[src/rtl/cdc_sync_pkg.sv]
// Shared types and sizes for the mux select arbiter and its round-robin picker.
package cdc_sync_pkg;

    localparam int NUM_CH = 4;
    localparam int SEL_W  = 2;

    typedef enum logic [1:0] {
        IDLE   = 2'd0,
        SETTLE = 2'd1,
        VALID  = 2'd2
    } arb_state_t;

    function automatic logic [NUM_CH-1:0] onehot(input logic [SEL_W-1:0] idx);
        return NUM_CH'(1) << idx;
    endfunction

endpackage

[src/rtl/mux_sel_arbiter_if.sv]
// Request/grant/select handshake between the requesters, the arbiter and the mux consumer.
interface mux_sel_arbiter_if;
    import cdc_sync_pkg::*;

    logic [NUM_CH-1:0] req;
    logic [NUM_CH-1:0] gnt;
    logic [SEL_W-1:0]  sel;
    logic              out_valid;
    logic              out_ready;
    logic              busy;

    modport master (
        output req, out_ready,
        input  gnt, sel, out_valid, busy
    );

    modport slave (
        input  req, out_ready,
        output gnt, sel, out_valid, busy
    );

endinterface

[src/rtl/rr_pick_4.sv]
// Combinational round-robin pick: first set request scanning ptr, ptr+1, .. mod 4.
module rr_pick_4
    import cdc_sync_pkg::*;
(
    input  logic [NUM_CH-1:0] req_i,
    input  logic [SEL_W-1:0]  ptr_i,
    output logic              any_o,
    output logic [SEL_W-1:0]  idx_o
);

    logic [SEL_W-1:0] cand;

    // Walk offsets from farthest to nearest so the nearest hit is the last write.
    always_comb begin
        any_o = |req_i;
        idx_o = ptr_i;
        cand  = ptr_i;
        for (int k = NUM_CH - 1; k >= 0; k--) begin
            cand = ptr_i + SEL_W'(k);
            if (req_i[cand]) idx_o = cand;
        end
    end

endmodule

[src/rtl/mux_sel_arbiter.sv]
// Round-robin arbiter driving a registered mux select, held for a settle window
// before out_valid, and released by a valid/ready handshake.
module mux_sel_arbiter
    import cdc_sync_pkg::*;
#(
    parameter int HOLD_CYCLES = 2
) (
    input  logic               clk,
    input  logic               rst,
    mux_sel_arbiter_if.slave   bus
);

    localparam int CNT_W = (HOLD_CYCLES > 0) ? $clog2(HOLD_CYCLES + 1) : 1;
    localparam logic [CNT_W-1:0] CNT_INIT =
        (HOLD_CYCLES > 0) ? CNT_W'(HOLD_CYCLES - 1) : '0;

    arb_state_t        state_q, state_d;
    logic [CNT_W-1:0]  cnt_q, cnt_d;
    logic [SEL_W-1:0]  ptr_q, ptr_d;
    logic [NUM_CH-1:0] gnt_q, gnt_d;
    logic [SEL_W-1:0]  sel_q, sel_d;
    logic              valid_q, valid_d;

    logic              pick_any;
    logic [SEL_W-1:0]  pick_idx;

    rr_pick_4 u_pick (
        .req_i (bus.req),
        .ptr_i (ptr_q),
        .any_o (pick_any),
        .idx_o (pick_idx)
    );

    always_ff @(posedge clk) begin
        if (rst) begin
            state_q <= IDLE;
            cnt_q   <= '0;
            ptr_q   <= '0;
            gnt_q   <= '0;
            sel_q   <= '0;
            valid_q <= 1'b0;
        end else begin
            state_q <= state_d;
            cnt_q   <= cnt_d;
            ptr_q   <= ptr_d;
            gnt_q   <= gnt_d;
            sel_q   <= sel_d;
            valid_q <= valid_d;
        end
    end

    // Requests are only looked at in IDLE, so a granted channel keeps sel/gnt
    // until the consumer accepts, whatever req does meanwhile.
    always_comb begin
        state_d = state_q;
        cnt_d   = cnt_q;
        ptr_d   = ptr_q;
        gnt_d   = gnt_q;
        sel_d   = sel_q;
        valid_d = valid_q;
        unique case (state_q)
            IDLE: begin
                if (pick_any) begin
                    gnt_d = onehot(pick_idx);
                    sel_d = pick_idx;
                    if (HOLD_CYCLES > 0) begin
                        state_d = SETTLE;
                        cnt_d   = CNT_INIT;
                    end else begin
                        state_d = VALID;
                        valid_d = 1'b1;
                    end
                end
            end
            SETTLE: begin
                if (cnt_q == '0) begin
                    state_d = VALID;
                    valid_d = 1'b1;
                end else begin
                    cnt_d = cnt_q - 1'b1;
                end
            end
            VALID: begin
                if (valid_q && bus.out_ready) begin
                    state_d = IDLE;
                    gnt_d   = '0;
                    valid_d = 1'b0;
                    ptr_d   = sel_q + 1'b1;
                end
            end
            default: state_d = IDLE;
        endcase
    end

    assign bus.gnt       = gnt_q;
    assign bus.sel       = sel_q;
    assign bus.out_valid = valid_q;
    assign bus.busy      = (state_q != IDLE);

endmodule

[src/flat_wrapper.sv]
// flat-port wrapper written by rule: the top's interface ports become plain ports
module mux_sel_arbiter_flat import cdc_sync_pkg::*;
#(
    parameter int HOLD_CYCLES = 2
)
  (clk, rst, bus_req, bus_out_ready, bus_gnt, bus_sel, bus_out_valid, bus_busy);
  mux_sel_arbiter_if bus_i ();
  input  logic clk;
  input  logic rst;
  input wire logic [$bits(bus_i.req)-1:0] bus_req;
  input wire logic [$bits(bus_i.out_ready)-1:0] bus_out_ready;
  output wire logic [$bits(bus_i.gnt)-1:0] bus_gnt;
  output wire logic [$bits(bus_i.sel)-1:0] bus_sel;
  output wire logic [$bits(bus_i.out_valid)-1:0] bus_out_valid;
  output wire logic [$bits(bus_i.busy)-1:0] bus_busy;
  assign bus_i.req = bus_req;
  assign bus_i.out_ready = bus_out_ready;
  assign bus_gnt = bus_i.gnt;
  assign bus_sel = bus_i.sel;
  assign bus_out_valid = bus_i.out_valid;
  assign bus_busy = bus_i.busy;
  mux_sel_arbiter #(.HOLD_CYCLES(HOLD_CYCLES)) u_core (.clk(clk), .rst(rst), .bus(bus_i));
endmodule
[config.mk]
export PLATFORM = sky130hd
export DESIGN_NAME = mux_sel_arbiter_flat
export DESIGN_NICKNAME = d
export VERILOG_FILES = /design/src/rtl/cdc_sync_pkg.sv /design/src/rtl/mux_sel_arbiter_if.sv /design/src/rtl/rr_pick_4.sv /design/src/rtl/mux_sel_arbiter.sv /design/src/flat_wrapper.sv
export SDC_FILE = /design/constraint.sdc
export NUM_CORES = 1
export LEC_CHECK = 0
export CORE_MARGIN = 8
export CORE_UTILIZATION = 40
export CTS_CLUSTER_SIZE = 10
export DETAILED_ROUTE_END_ITERATION = 10
export PLACE_DENSITY = 0.71
export SYNTH_ARGS = -nofsm -noshare
export SYNTH_HDL_FRONTEND = slang
export SYNTH_SLANG_ARGS = --single-unit
[constraint.sdc]
create_clock -name clk -period 2 [get_ports clk]
set_clock_uncertainty 0.1 [all_clocks]
set_input_delay 0.4 -clock clk [delete_from_list [all_inputs] [get_ports clk]]
set_output_delay 0.4 -clock clk [all_outputs]
set_load 0.02 [all_outputs]
==> summary.txt, run 1 <==
Setup path
  – Top delay family on crit path: compound AO/OA/AOI/OAI gates
  – Startpoint types: flip-flop
  – Worst EP required: 2100 ps
  – Critical register-to-register path startpoint: u_core.ptr_q[1]
  – CP cell instances: o22ai_1 -> a222oi_1 -> buf_4 -> or4b_1 -> a21oi_1
  – Critical Path Sink Type: flip-flop
  – Worst r2r dst: u_core.bus.gnt[3]
  – Worst path depth: 5
  – Critical path's slowest cell: dfxtp_1
  – Setup CP Type: flip-flop to flip-flop
  – R2R setup slack: 200 ps
  – Crit Path Max Fanout: 7
  – Worst Path Buf+Inv: 1
  – Slowest stage delay, CP: roughly 450 ps
  – Last element of the critical path: u_core.bus.gnt[3]
  – Critical path data arrival time: 1900 ps
  – Crit path launch: u_core.ptr_q[1]
  – Reg2Reg Depth: 5

Global route
  – Total Routing Usage GR: under 10%
  – Largest net degree at the start of global routing: 14
  – First-pass GRT wire length: 2620 um
  – Grt total ovfl: 0
  – Initial antenna violation count: 0
  – Number of global-route vias before repair: 613

STA
  – Slew @ Worst Pin: 457 ps
  – Final Slew Violations: 0
  – RSZ-0062 raised after global routing: false
  – Slew margin rel.: 69.4%
  – Crit share post-route: 90.2%
  – Final setup fails: 0
  – Tmin final: 1800 ps
  – Final worst slack: 195 ps
  – Fmax: between 500 and 600 MHz
  – Final hold vios: 0

Route
  – Routed WL: 1470 um
  – Drt pass-1 iters: 4
  – DRC viols: 0
  – Post-route ant nets: 0
  – WL per Instance: 12.2 um
  – Vias: 640
  – Via density: 5.33
  – Starting DRT DRC Count: 9

Clock network
  – Hold-fix buffers at CTS: 0
  – Clock Latency Late Sink: 270 ps
  – Clock buffer count from CTS: 3
  – Clock transition at path regs: 80 ps
  – CTS sink count: 13
  – Clock Path Buffers: 2
  – H-Tree Depth: 1
  – CTS root buf: clkbuf_4
  – CTS tree: done

Die
  – Ports: 15
  – Initial Util: 41.8%
  – Die W: 55.4 um
  – Die Height: 55.4 um
  – DIE AREA: between 3000 and 4000 sq um
  – FP Rows: 14
  – Floorplan core area: 1490 sq um

Yosys
  – Syn Nets: 87
  – Yosys top cell by area: dfxtp_1
  – Mapped Area: about 620 sq um
  – Top cells by area, synth: dfxtp_1 42%, a21oi_1 9.7%, nand3_1 4.8%
  – Synth cell types: 24
  – Synth warnings: 0
  – #FFs+latches synth: 13
  – Synth top area share: 41.9%
  – Avg Cell Area, Syn: ~7.9 sq um
  – Post-Synthesis Cells: 79
  – Post-synthesis sequential area ratio: between 40% and 50%

Finish
  – Register area: 260 sq um
  – Multi-input logic area: 328 sq um
  – Final #Nets: 113
  – FILL cells: approximately 150
  – Area Overhead vs Synth: 39.8%
  – Antenna diodes: 0
  – Commonest non-fill, non-tap cell in the layout: dfxtp_1
  – Commonest non-fill, non-tap cells in the layout: 13 x dfxtp_1, 12 x a21oi_1, 9 x clkdlybuf4s50_1, 9 x buf_4
  – Share of layout cells above drive strength 1: 16.3%

Placed design
  – Post-DP HPWL: 1160 um
  – GP Congestion: 0.789
  – DP Worst Slack: -353 ps
  – IO buf count: 14

Run status
  – Run status: completed

Power and ir drop
  – Pwr Total: 0.723 mW
  – LEAKAGE: 0.350 nW
  – Pwr Density: 831 nW/um^2
  – Worst VDD drop: 0.000422 V

Run
  – Max-cap violations: 0

Hold path
  – Hold Path Class: flip-flop to flip-flop
sequential cells by signal (all words and copies together) (netlist names):
| signal | count |
|---|---|
| u_core.bus.gnt | 4 |
| u_core.bus.sel | 2 |
| u_core.cnt_q | 2 |
| u_core.ptr_q | 2 |
| u_core.state_q | 2 |
| u_core.bus.out_valid | 1 |
how the worst min path moves through the flow:
stage	startpoint	to	slack [ps]	depth (start not counted)
global route	u_core.bus.gnt[0]	u_core.bus.gnt[0]	410	2
detailed placement	u_core.bus.gnt[2]	u_core.bus.gnt[2]	360	2
CTS	u_core.bus.gnt[1]	u_core.bus.gnt[1]	380	2
finish	u_core.bus.gnt[1]	u_core.bus.gnt[1]	380	2
floorplan	u_core.cnt_q[1]	u_core.cnt_q[1]	360	2
global placement	u_core.bus.gnt[2]	u_core.bus.gnt[2]	360	2
stage by stage:
step	instance area (sq um)	hold slack [ps]	setup TNS, ps	utilization (%)	cells
detailed placement	827	365	-973	55.5	114
CTS	850	378	0	57.1	118
global placement	827	357	-839	55.5	114
floorplan	622	364	0	-	79
finish	870	377	0	58.4	120
global route	870	414	0	58.4	120
cell type report:
type	instances	share of cell area, %
multi-input combinational	57	37.7
sequential	13	29.9
timing repair buffer	23	24.0
clock buffer	4	3.02
inverter	7	3.02
tap	16	2.30
synthesized netlist by cell type:
cell      number
a21oi_1       12
o22ai_1        4
nor3b_1        1
ha_1           1
nand3_1        6
o22a_1         1
nand2_1        7
o21ai_0        1
inv_1          7
a222oi_1       1
dfxtp_1       13
clkbuf_1       2
xnor2_1        1
nor4_1         1
nor2_1         7
or3b_2         1
a31oi_1        1
or4b_1         1
a211oi_1       2
nand3b_1       2
nor2b_1        3
or2_2          2
or3_2          1
o21a_1         1
kinds of logic after synthesis:
group,share of synthesized area [%]
xor+xnor,1.41
buf+inv,5.43
flops,41.9
compound gates,22.1
simple gates,27.2
fa+ha+maj,2.01
where the power goes:
part	switching (mW)	internal, mW	leakage (nW)
Combinational	0.125	0.126	0.228
Sequential	0.0249	0.290	0.106
Clock	0.0805	0.0771	0.0150
Total	0.230	0.493	0.350
worst min-delay path: stages, from the launching register on:
cell and delay, ps:
dfxtp_1 320, nand3_1 60, a21oi_1 50
repair_timing:
item                                    in CTS  in global routing
buffers inserted                             0                  2
endpoints found under the hold margin        0                  0
resized for setup                            3                  3
pin swaps                                    1                  1
endpoints found under the setup margin       1                  2
routing by layer:
layer	share of wire, %	up-vias	routed length [um]	global-route usage [%]
li1	-	331	-	-
met1	45	296	666	10.4
met2	50	11	740	17.5
met3	3.8	2	55	3.42
met4	0.27	0	4	4.23
met5	0	-	0	0
Power figures use the tool's default switching activity.
==> run 2: changes to the inputs <==
CAP_MARGIN = 10   (was not set)
CELL_PAD_IN_SITES_DETAIL_PLACEMENT = 1   (was not set)
CELL_PAD_IN_SITES_GLOBAL_PLACEMENT = 2   (was not set)
CORE_UTILIZATION = 26   (was 40)
PLACE_DENSITY = 0.78   (was 0.71)
SETUP_SLACK_MARGIN = 0.1   (was not set)
==> summary.txt, run 2 (synthesis gave the netlist of run 1 again) <==
Run status
  – Run status: completed

Setup path
  – Top delay family on crit path: buffers and inverters
  – Critical path's slowest cell: clkdlybuf4s50_1
  – Slowest stage delay, CP: 630 ps (+180 ps)
  – Critical Path Sink Type: output port
  – Crit Path Max Fanout: 5 (-2)
  – Startpoint types: flip-flop
  – Critical register-to-register path startpoint: u_core.ptr_q[1]
  – Worst EP required: 1500 ps (-600 ps)
  – Critical path data arrival time: 1300 ps (-600 ps)
  – R2R setup slack: 220 ps (+20 ps)
  – Setup CP Type: flip-flop to output port
  – CP cell instances: clkdlybuf4s50_1
  – Worst r2r dst: u_core.bus.gnt[3]
  – Worst Path Buf+Inv: 1 (unchanged)
  – Reg2Reg Depth: 5 (unchanged)

Finish
  – Largest register FFs: 4 (unchanged)
  – FILL cells: 294 (+91%)
  – Design area: 866 sq um (-0.43%)
  – Share of layout cells above drive strength 1: 14.9% (-1.5 points)
  – Fin util: 38.8% (-20 points)
  – Commonest non-fill, non-tap cells in the layout: 13 x dfxtp_1, 12 x a21oi_1, 9 x clkdlybuf4s50_1
  – Antenna diodes: 0 (unchanged)
  – Area Overhead vs Synth: 39.2%
  – Commonest non-fill, non-tap cell in the layout: dfxtp_1
  – Final #Nets: 110 (-2.7%)
  – Non-filler cells, final: 129 (+7.5%)

Placed design
  – IO buf count: 14 (unchanged)
  – GP Congestion: 0.771 (-2.4%)
  – DP Area: 835 sq um (+0.91%)
  – Post-DP HPWL: 1300 um (+12%)
  – Cell total after placement: 125 (+9.6%)
  – DP Worst Slack: -288 ps (+64.5 ps)

Clock network
  – CTS sink count: 13 (unchanged)
  – Clock transition at path regs: 80 ps (about the same)
  – Clock buffer count from CTS: 3 (unchanged)
  – Post-CTS Setup Bufs: 0 (unchanged)
  – Clock Latency Late Sink: 270 ps (about the same)
  – H-Tree Depth: 1 (unchanged)
  – CTS tree: done
  – CTS root buf: clkbuf_4
  – Clock Path Buffers: 2 (unchanged)

Hold path
  – Hold Path Sink: u_core.bus.gnt[0]
  – Hold Startpoint: u_core.bus.gnt[0]
  – Hold Path Class: flip-flop to flip-flop
  – Worst Hold Depth: 2 (unchanged)

Power and ir drop
  – Pwr Density: 833 nW/um^2 (+0.15%)
  – Worst VDD drop: 0.000384 V (-8.9%)
  – Switching power: 0.241 mW (+4.5%)
  – Clock network fraction of total power: 22.5% (+0.7 points)
  – Pwr Total: 0.721 mW (-0.29%)
  – Sequential share of power: 43.9% (+0.3 points)
  – Internal Power: 0.480 mW (-2.5%)
  – Net switching share of the total power: 33.4% (+1.5 points)
  – LEAKAGE: 0.324 nW (-7.2%)
  – Gate power share: 33.6% (-1.0 points)

STA
  – Tmin final: 1800 ps (+0.0150 ps)
  – Fin Hold WS: 369 ps (-8.08 ps)
  – Fmax: 554 MHz (about the same)
  – Final Slew Violations: 0 (unchanged)
  – Final worst slack: 195 ps (-0.0150 ps)
  – Setup TNS Final: 0 ps (unchanged)
  – Slew @ Worst Pin: 498 ps (+40.1 ps)
  – Final setup fails: 0 (unchanged)
  – Final hold vios: 0 (unchanged)
  – Crit share post-route: 90.2% (about the same)
  – RSZ-0062 raised after global routing: false
  – Slew margin rel.: 66.7% (-2.7 points)

Run
  – Max-cap violations: 0 (unchanged)

Die
  – Initial Util: 27.8% (-14 points)
  – Floorplan core area: 2230 sq um (+50%)
  – FP Rows: 17 (+3)
  – Die Height: 64.9 um (+17%)
  – Die W: 64.9 um (+17%)
  – Ports: 15 (unchanged)
  – DIE AREA: 4210 sq um (+37%)

Global route
  – Number of global-route vias before repair: 636 (+3.8%)
  – First-pass GRT wire length: 2820 um (+7.6%)
  – Largest net degree at the start of global routing: 14 (unchanged)
  – Total Routing Usage GR: 8.27% (-1.7 points)
  – Initial antenna violation count: 0 (unchanged)
  – Grt total ovfl: 0 (unchanged)

Route
  – Drt pass-1 iters: 4 (unchanged)
  – WL per Instance: 13.1 um (+7.4%)
  – Post-route ant nets: 0 (unchanged)
  – DRC viols: 0 (unchanged)
  – Routed WL: 1690 um (+15%)
  – Starting DRT DRC Count: 21 (+12)
  – Vias: 645 (+0.78%)
  – Via density: 5.00 (-6.2%)
run 2: worst max path at each step:
| stage | cells past startpoint | endpoint | start | slack, ps |
|---|---|---|---|---|
| after floorplan | 5 | u_core.bus.gnt[3] | bus_req[0] | 280 |
| after global placement | 6 | u_core.bus.gnt[3] | bus_req[0] | -210 |
| after detailed placement | 6 | u_core.bus.gnt[3] | bus_req[0] | -290 |
| after CTS | 1 | bus_out_valid | u_core.bus.out_valid | 180 |
| after global routing | 5 | u_core.bus.gnt[3] | u_core.ptr_q[1] | 120 |
| final | 1 | bus_out_valid | u_core.bus.out_valid | 200 |
run 2: final cells by class:
type                       count  area (sq um)  share of cell area (%)
multi-input combinational     57           339                    39.2
sequential                    13           260                    30.1
timing repair buffer          20           179                    20.7
tap                           28          35.0                    4.05
clock buffer                   4          26.3                    3.03
inverter                       7          26.3                    3.03
run 2: power groups by stage:
stage	combinational (mW)	sequential [mW]	clock, mW
after floorplan	0.128	0.336	0
after global placement	0.246	0.323	0
after detailed placement	0.251	0.323	0
after CTS	0.246	0.317	0.168
after global routing	0.271	0.323	0.178
final	0.242	0.316	0.162
run 2: routing by layer:
metal / GRT usage [%] / wire length (um) / vias to the layer above
met5: 0 / 0 / -
met4: 3.27 / 14 / 0
met3: 2.75 / 102 / 2
met2: 14.5 / 779 / 10
li1: - / - / 327
met1: 8.93 / 796 / 306
run 2: repair_timing:
action | 4_1_cts | 5_1_grt
setup endpoints to repair | 6 | 0
gates resized for setup | 7 | 0
hold buffers | 0 | 0
run 2: worst min-delay path, cell delays in order, from the launching register on:
cell     delay, ps
dfxtp_1        310
nand3_1         60
a21oi_1         60
==> run 3: changes to the inputs <==
REMOVE_ABC_BUFFERS = 1   (was not set)
==> summary.txt, run 3 (synthesis gave the netlist of run 1 again) <==
Power and ir drop
  – Internal Power: 0.502 mW (+4.5%)
  – Clock network fraction of total power: 21.8% (-0.7 points)
  – Net switching share of the total power: 33.0% (-0.34 points)
  – Switching power: 0.248 mW (+2.9%)
  – LEAKAGE: 0.328 nW (+1.2%)
  – Sequential share of power: 42.3% (-1.6 points)
  – Worst VDD drop: 0.000350 V (-9.0%)
  – Pwr Density: 855 nW/um^2 (+2.7%)
  – Gate power share: 35.9% (+2.3 points)

Finish
  – Register area: 262 sq um (+0.48%)
  – Design area: 877 sq um (+1.3%)
  – Largest register FFs: 4 (unchanged)
  – Commonest non-fill, non-tap cell in the layout: dfxtp_1
  – Final #Nets: 110 (unchanged)
  – Antenna diodes: 0 (unchanged)
  – Area Overhead vs Synth: 41.0%
  – Multi-input logic area: 335 sq um (-1.1%)
  – Non-filler cells, final: 129 (unchanged)
  – Share of layout cells above drive strength 1: 16.8% (+2.0 points)
  – FILL cells: 281 (-4.4%)
  – Commonest non-fill, non-tap cells in the layout: 12 x dfxtp_1, 11 x a21oi_1, 9 x clkdlybuf4s50_1

Setup path
  – Critical Path Sink Type: output port
  – Top delay family on crit path: buffers and inverters
  – Critical path data arrival time: 1310 ps (about the same)
  – Slowest stage delay, CP: 630 ps (about the same)
  – CP cell instances: clkdlybuf4s50_1
  – Crit Path Max Fanout: 5 (unchanged)
  – Worst EP required: 1500 ps (about the same)
  – Worst Path Buf+Inv: 1 (unchanged)
  – Startpoint types: flip-flop
  – Critical path's slowest cell: clkdlybuf4s50_1
  – Setup CP Type: flip-flop to output port

Route
  – Routed WL: 1650 um (-2.5%)
  – Post-route ant nets: 0 (unchanged)
  – Via density: 4.80 (-4.0%)
  – WL per Instance: 12.8 um (-2.5%)
  – Vias: 619 (-4.0%)
  – DRC viols: 0 (unchanged)
  – Drt pass-1 iters: 4 (unchanged)
  – Starting DRT DRC Count: 11 (-48%)

STA
  – Final Slew Violations: 0 (unchanged)
  – Fmax: 551 MHz (-0.55%)
  – RSZ-0062 raised after global routing: false
  – Final setup fails: 0 (unchanged)
  – Final hold vios: 0 (unchanged)
  – Setup TNS Final: 0 ps (unchanged)
  – Crit share post-route: 90.7% (+0.50 points)
  – Tmin final: 1810 ps (+9.91 ps)
  – Slew @ Worst Pin: 527 ps (+29.5 ps)
  – Slew margin rel.: 64.8% (-2.0 points)

Die
  – DIE AREA: 4210 sq um (unchanged)
  – Floorplan core area: 2230 sq um (unchanged)
  – Initial Util: 27.8% (unchanged)
  – Die W: 64.9 um (unchanged)
  – Ports: 15 (unchanged)
  – FP Rows: 17 (unchanged)
  – Die Height: 64.9 um (unchanged)

Global route
  – First-pass GRT wire length: 2900 um (+2.9%)
  – Total Routing Usage GR: 8.56% (+0.29 points)
  – Initial antenna violation count: 0 (unchanged)
  – Number of global-route vias before repair: 626 (-1.6%)
  – Grt total ovfl: 0 (unchanged)
  – Largest net degree at the start of global routing: 14 (unchanged)

Placed design
  – IO buf count: 14 (unchanged)
  – GP Congestion: 0.708 (-8.1%)
  – DP Area: 847 sq um (+1.5%)
  – Post-DP HPWL: 1310 um (+1.2%)
  – Cell total after placement: 125 (unchanged)

Clock network
  – Clock Path Buffers: 2 (unchanged)
  – Clock Latency Late Sink: 280 ps (about the same)
  – Hold-fix buffers at CTS: 0 (unchanged)
  – Post-CTS Setup Bufs: 0 (unchanged)
  – Clock buffer count from CTS: 3 (unchanged)
  – CTS sink count: 13 (unchanged)
  – Clock transition at path regs: 90 ps (about the same)
  – H-Tree Depth: 1 (unchanged)
  – CTS root buf: clkbuf_4
  – CTS tree: done

Run status
  – Run status: completed

Run
  – Max-cap violations: 0 (unchanged)

Hold path
  – Hold Path Class: flip-flop to flip-flop
[run 3: routing by layer]
layer  global-route usage [%]  vias to the layer above  wire [um]
met3                     2.23                        4         87
li1                         -                      324          -
met4                     4.09                        0         31
met2                     13.0                        9        781
met5                        0                        -          0
met1                     10.9                      282        749
[run 3: final timing paths]
kind,from,to,slack [ps],cells after the start
worst max-delay path,u_core.bus.out_valid,bus_out_valid,190,1
worst min-delay path,u_core.bus.gnt[1],u_core.bus.gnt[1],380,2
worst max register to register,u_core.state_q[0],u_core.bus.gnt[2],200,4
worst min register to register,u_core.bus.gnt[1],u_core.bus.gnt[1],380,2
[run 3: power groups by stage]
stage	registers, mW	logic, mW	clock network, mW
final	0.317	0.269	0.163
after global routing	0.322	0.301	0.185
after CTS	0.318	0.272	0.178
after detailed placement	0.324	0.279	0
after global placement	0.322	0.274	0
after floorplan	0.336	0.123	0
[run 3: final cells by class]
| cell class | instances | share of cell area, % |
|---|---|---|
| Timing Repair Buffer | 20 | 21.8 |
| Clock inverter | 1 | 0.571 |
| Clock buffer | 3 | 2.57 |
| Inverter | 7 | 3.00 |
| Sequential cell | 13 | 29.8 |
| Tap cell | 28 | 3.99 |
| Multi-Input combinational cell | 57 | 38.2 |
[run 3: repair_timing]
item | 4_1_cts | 5_1_grt
endpoints found under the hold margin | 0 | 0
resized for setup | 5 | 3
endpoints found under the setup margin | 3 | 1
pin swaps | 1 | 1
[run 3: per-stage QoR]
stage / hold slack, ps / setup WS (ps) / total power [mW] / util (%)
global route: 404 / 100 / 0.808 / 39.3
detailed placement: 367 / -274 / 0.603 / 37.9
CTS: 380 / 154 / 0.768 / 38.9
finish: 375 / 186 / 0.750 / 39.3
floorplan: 364 / 203 / 0.459 / -
global placement: 359 / -227 / 0.596 / 37.9
==> edit 1: new RTL, settings of run 2 <==
`HOLD_CYCLES` is set to 2 in 2 places; all go to 4.
--- a/src/rtl/mux_sel_arbiter.sv
+++ b/src/rtl/mux_sel_arbiter.sv
@@ -4,5 +4,5 @@
     import cdc_sync_pkg::*;
 #(
-    parameter int HOLD_CYCLES = 2
+    parameter int HOLD_CYCLES = 4
 ) (
     input  logic               clk,
--- a/src/flat_wrapper.sv
+++ b/src/flat_wrapper.sv
@@ -2,5 +2,5 @@
 module mux_sel_arbiter_flat import cdc_sync_pkg::*;
 #(
-    parameter int HOLD_CYCLES = 2
+    parameter int HOLD_CYCLES = 4
 )
   (clk, rst, bus_req, bus_out_ready, bus_gnt, bus_sel, bus_out_valid, bus_busy);
Behaviour: not the same (Yosys sat finds a counterexample within 4 cycles, from zero or initial values and one cycle with rst high).
==> edit 1 against run 2 <==
Setup slack got worse by 19 ps. Non-clock buffer count increased by 2. Synthesized area increased by 9.1%. Wire length increased by 4.1%. Design area increased by 8.4%. Count of clock-buffer cells in the layout decreased by 1. Largest cell class unchanged. First-iteration DRC count decreased by 52%. Sequential cell count increased by 1. Clock power decreased by 6%. Cell count increased by 6.2%. Total power increased by 8.2%. Via count increased by 5.0%.
==> edit 1: results (changes against run 2) <==
| Metric | Value |
|---|---|
| #FFs+latches synth | `14 (was 13)` |
| Worst vdd ir | `0.4391 mV (was 0.3841 mV)` |
| Wl on met1 | `716 um (was 796 um)` |
| Min Hold Slack | `369.5 ps (was 369.0 ps)` |
| Final #Nets | `118 (was 110)` |
| Register area share after synthesis | `41.33% (was 41.85%)` |
| Wire per inst | `12.87 um (was 13.12 um)` |
| Core box area | `0.002477 sq mm (was 0.002233 sq mm)` |
| Reg area | `280.3 sq um (was 260.3 sq um)` |
| Data buffer area share | `21.47% (was 20.66%)` |
| Cells after Synth | `84 (was 79)` |
| NetSw | `254.7 uW (was 240.5 uW)` |
| Clock-cell share | `2.400% (was 3.035%)` |
| Detailed Place HPWL | `1377 um (was 1297 um)` |
| Status | `finished, final reports clean (unchanged)` |
| Slew Limit Headroom | `65.92% (was 66.72%)` |
| GR Util met2 | `15.29% (was 14.53%)` |
| First-pass GRT wire length | `2980 um (was 2822 um)` |
| Fin worst setup slack | `176.7 ps (was 195.5 ps)` |
| Synth-to-Final Area Change | `38.38% (was 39.24%)` |
| Via-to-Cell Ratio | `4.942 (was 5.000)` |
| Placer's final routability congestion estimate | `0.7537 (was 0.7705)` |
| WL met2 | `898 um (was 779 um)` |
| Post-synth top cells | `14 x a21oi_1, 14 x dfxtp_1, 13 x nor2_1 (was 13 x dfxtp_1, 12 x a21oi_1, 7 x inv_1, 7 x nand2_1, 7 x nor2_1)` |
| GR met1 Demand/Resource | `8.533% (was 8.930%)` |
| Static leakage | `0.0003723 uW (was 0.0003243 uW)` |
| Vias in the first global route | `688 (was 636)` |
| Met3 WL | `106 um (was 102 um)` |
| Signal buffers | `22 (was 20)` |
## edit 1: changes by cell type after synthesis, sizes merged, moves of 2 or more
cell	delta
nor2	+6
o22ai	-4
inv	-3
a21oi	+2
nand2	-2
o31ai	+2
## edit 1: repair_timing
action	in CTS	in global routing
gates resized for setup	1	4
hold endpoints to repair	0	0
setup endpoints to repair	1	6
## edit 1: kinds of logic (layout without fill, tap and decap cells)
logic type | Yosys count | after routing | share of synthesized area [%]
AO/OA/AOI/OAI | 23 | 23 | 20.11
XOR/XNOR | 1 | 1 | 1.292
adder cells (fa/ha/maj) | 2 | 2 | 3.689
buffers and inverters | 6 | 29 | 4.427
flip-flops | 14 | 14 | 41.33
AND/OR/NAND/NOR | 38 | 38 | 29.15
## edit 1: worst paths after layout
kind,start,endpoint,depth (start not counted)
min,u_core.bus.gnt[3]$_SDFFE_PP0P_,u_core.bus.gnt[3]$_SDFFE_PP0P_,2
min reg2reg,u_core.bus.gnt[3]$_SDFFE_PP0P_,u_core.bus.gnt[3]$_SDFFE_PP0P_,2
max reg2reg,u_core.cnt_q[0]$_SDFFE_PP0P_,u_core.cnt_q[2]$_SDFFE_PP0P_,6
max,bus_req[2],u_core.bus.gnt[0]$_SDFFE_PP0P_,6
## edit 1: power groups by stage
| stage | logic, uW | clock network (uW) | registers [uW] |
|---|---|---|---|
| after global placement | 286 | 0 | 348 |
| after CTS | 288 | 161 | 342 |
| after global routing | 323 | 181 | 347 |
| after detailed placement | 290 | 0 | 349 |
| after floorplan | 157 | 0 | 365 |
| final | 287 | 152 | 342 |
## edit 1: worst reg2reg max path: stages, from the launching register on
cell     delay, ps
dfxtp_1        350
inv_1           50
ha_1           200
ha_1           230
or3b_2         480
a31oi_1        180
nor2_1          50
==> edit 2: new RTL, settings of run 2 <==
Without the edit above. Encoding of `arb_state_t`: now one-hot (3 bits for 3 states).
--- a/src/rtl/cdc_sync_pkg.sv
+++ b/src/rtl/cdc_sync_pkg.sv
@@ -5,8 +5,8 @@
     localparam int SEL_W  = 2;
 
-    typedef enum logic [1:0] {
-        IDLE   = 2'd0,
-        SETTLE = 2'd1,
-        VALID  = 2'd2
+    typedef enum logic [2:0] {
+        IDLE   = 3'b001,
+        SETTLE = 3'b010,
+        VALID  = 3'b100
     } arb_state_t;
 
Function: no difference found for any inputs over 10 cycles, from zero or initial values and one cycle with rst high; not proved beyond that.
==> edit 2 against run 2 <==
Synthesized area increased by 20%. Total power increased by 6.7%. Utilization decreased by 0.78 points. Critical path type is now in2reg. Design area increased by 20%. Wire length increased by 24%. Setup slack got worse by 19 ps. Sequential cell count increased by 1. Clock power decreased by 5%.
==> edit 2: results (changes against run 2) <==
| Metric | Value |
|---|---|
| Unique masters post-synth | `30 (was 24)` |
| Status | `finished, final reports clean (unchanged)` |
| Largest net degree at the start of global routing | `10 (was 14)` |
| Net Sw Frac | `31.74% (was 33.37%)` |
| Number of diodes | `0 (unchanged)` |
| Placer's final routability congestion estimate | `0.7457 (was 0.7705)` |
| Critical Path AT | `1870 ps (was 1300 ps)` |
| Largest register FFs | `4 (unchanged)` |
| Post-synthesis net count | `94 (was 87)` |
| I/O Buffers | `14 (unchanged)` |
| Post-synth top cells | `18 x nor2_1, 14 x dfxtp_1, 7 x nor2b_1 (was 13 x dfxtp_1, 12 x a21oi_1, 7 x inv_1, 7 x nand2_1, 7 x nor2_1)` |
| Ys async rst share | `0% (unchanged)` |
| Share of cells above drive strength 1 | `20.18% (was 14.85%)` |
| DRT iter0 DRCs | `31 (was 21)` |
| Ys Warns | `0 (unchanged)` |
| Register area share after synthesis | `37.52% (was 41.85%)` |
| Num CTS Buffers | `3 (unchanged)` |
| Pre-antenna DRT Iters | `4 (unchanged)` |
| # fillers | `322 (was 294)` |
| Static leakage | `0.0003989 uW (was 0.0003243 uW)` |
| CP max FO | `5 (unchanged)` |
| Antenna violations before repair | `0 (unchanged)` |
| Clk buf depth | `2 (unchanged)` |
| Final #Nets | `124 (was 110)` |
| First-pass GRT wire length | `3601 um (was 2822 um)` |
| Wire per inst | `14.43 um (was 13.12 um)` |
| H-tree Lvls | `1 (unchanged)` |
| Slew Limit Headroom | `77.46% (was 66.72%)` |
| Vias in the first global route | `748 (was 636)` |
| Global Route Usage Sum | `8.906% (was 8.272%)` |
| Via count | `705 (was 645)` |
| Detailed Place HPWL | `1633 um (was 1297 um)` |
| Worst vdd ir | `0.4347 mV (was 0.3841 mV)` |
| Synth area leaders | `dfxtp_1 38%, nor2_1 9.0%, nor2b_1 5.9% (was dfxtp_1 42%, a21oi_1 9.7%, nand3_1 4.8%)` |
-- edit 2: cell types whose count changed after synthesis, moves of 3 or more --
cell,before,now
nor2_1,7,18
a21oi_1,12,5
nand3_1,6,0
nand2_1,7,2
nor2b_1,3,7
nor3_1,0,4
inv_1,7,4
mux2i_1,0,3
nand2b_1,0,3
o22ai_1,4,1
-- edit 2: final cells by class --
class,instances,area share (%)
tap,31,3.735
multi-input combinational,66,42.65
clock buffer,3,2.169
inverter,4,1.446
timing repair buffer,27,23.01
sequential,14,26.99
-- edit 2: critical path, cell delays in order --
cell	delay, ps
clkdlybuf4s50_1	550
nor2_1	60
a221o_1	370
o22a_1	240
a22oi_1	190
nor2_1	60
-- edit 2: path summary, 6_finish.rpt --
path	slack [ps]	start	cells after the start	endpoint
min reg2reg	390	u_core.cnt_q[0]$_SDFFE_PP0P_	1	u_core.cnt_q[0]$_SDFFE_PP0P_
max reg2reg	330	u_core.state_q[0]$_SDFFE_PP1P_	5	u_core.bus.gnt[3]$_SDFFE_PP0P_
min	390	u_core.cnt_q[0]$_SDFFE_PP0P_	1	u_core.cnt_q[0]$_SDFFE_PP0P_
max	180	bus_req[0]	6	u_core.bus.gnt[3]$_SDFFE_PP0P_
-- edit 2: timing repair --
| action | CTS | global route |
|---|---|---|
| gates resized for setup | 1 | 1 |
| buffers inserted | 0 | 0 |
| endpoints found under the hold margin | 0 | 0 |
| setup endpoints to repair | 1 | 2 |
| pin swaps | 0 | 1 |
-- edit 2: cell families after synthesis --
logic type / share of synthesized area [%]
AOI/OAI and AO/OA: 21.78
xor gates and xnor gates: 1.173
adders and majority gates: 1.675
buffers and inverters: 3.181
DFF: 37.52
muxes: 4.020
and+or+nand+nor: 30.65
-- edit 2: layer usage --
layer	part of all wire [%]	routed length (um)	track usage [%]
met5	0	0	0
met4	0.67	14	2.733
met3	2.5	52	3.004
met2	52	1088	15.47
met1	45	937	9.895
-- edit 2: stage by stage --
| step | hold slack (ps) | std cells | util [%] | instance area, sq um | setup slack, ps |
|---|---|---|---|---|---|
| 2_1_floorplan | 343.0 | 86 | - | 747.0 | 466.0 |
| 3_3_place_gp | 354.3 | 142 | 37.12 | 1015 | -87.36 |
| 3_5_place_dp | 377.5 | 142 | 37.12 | 1015 | -136.6 |
| 4_1_cts | 392.9 | 145 | 37.89 | 1036 | 146.3 |
| 5_1_grt | 417.8 | 145 | 37.99 | 1039 | 107.3 |
| 6_report | 387.7 | 145 | 37.99 | 1039 | 176.8 |
-- edit 2: power groups by stage --
stage / sequential, uW / combinational, uW / clock [uW]
2_1_floorplan: 340 / 152 / 0
3_3_place_gp: 326 / 294 / 0
3_5_place_dp: 327 / 299 / 0
4_1_cts: 321 / 300 / 166
5_1_grt: 323 / 321 / 178
6_report: 320 / 295 / 154
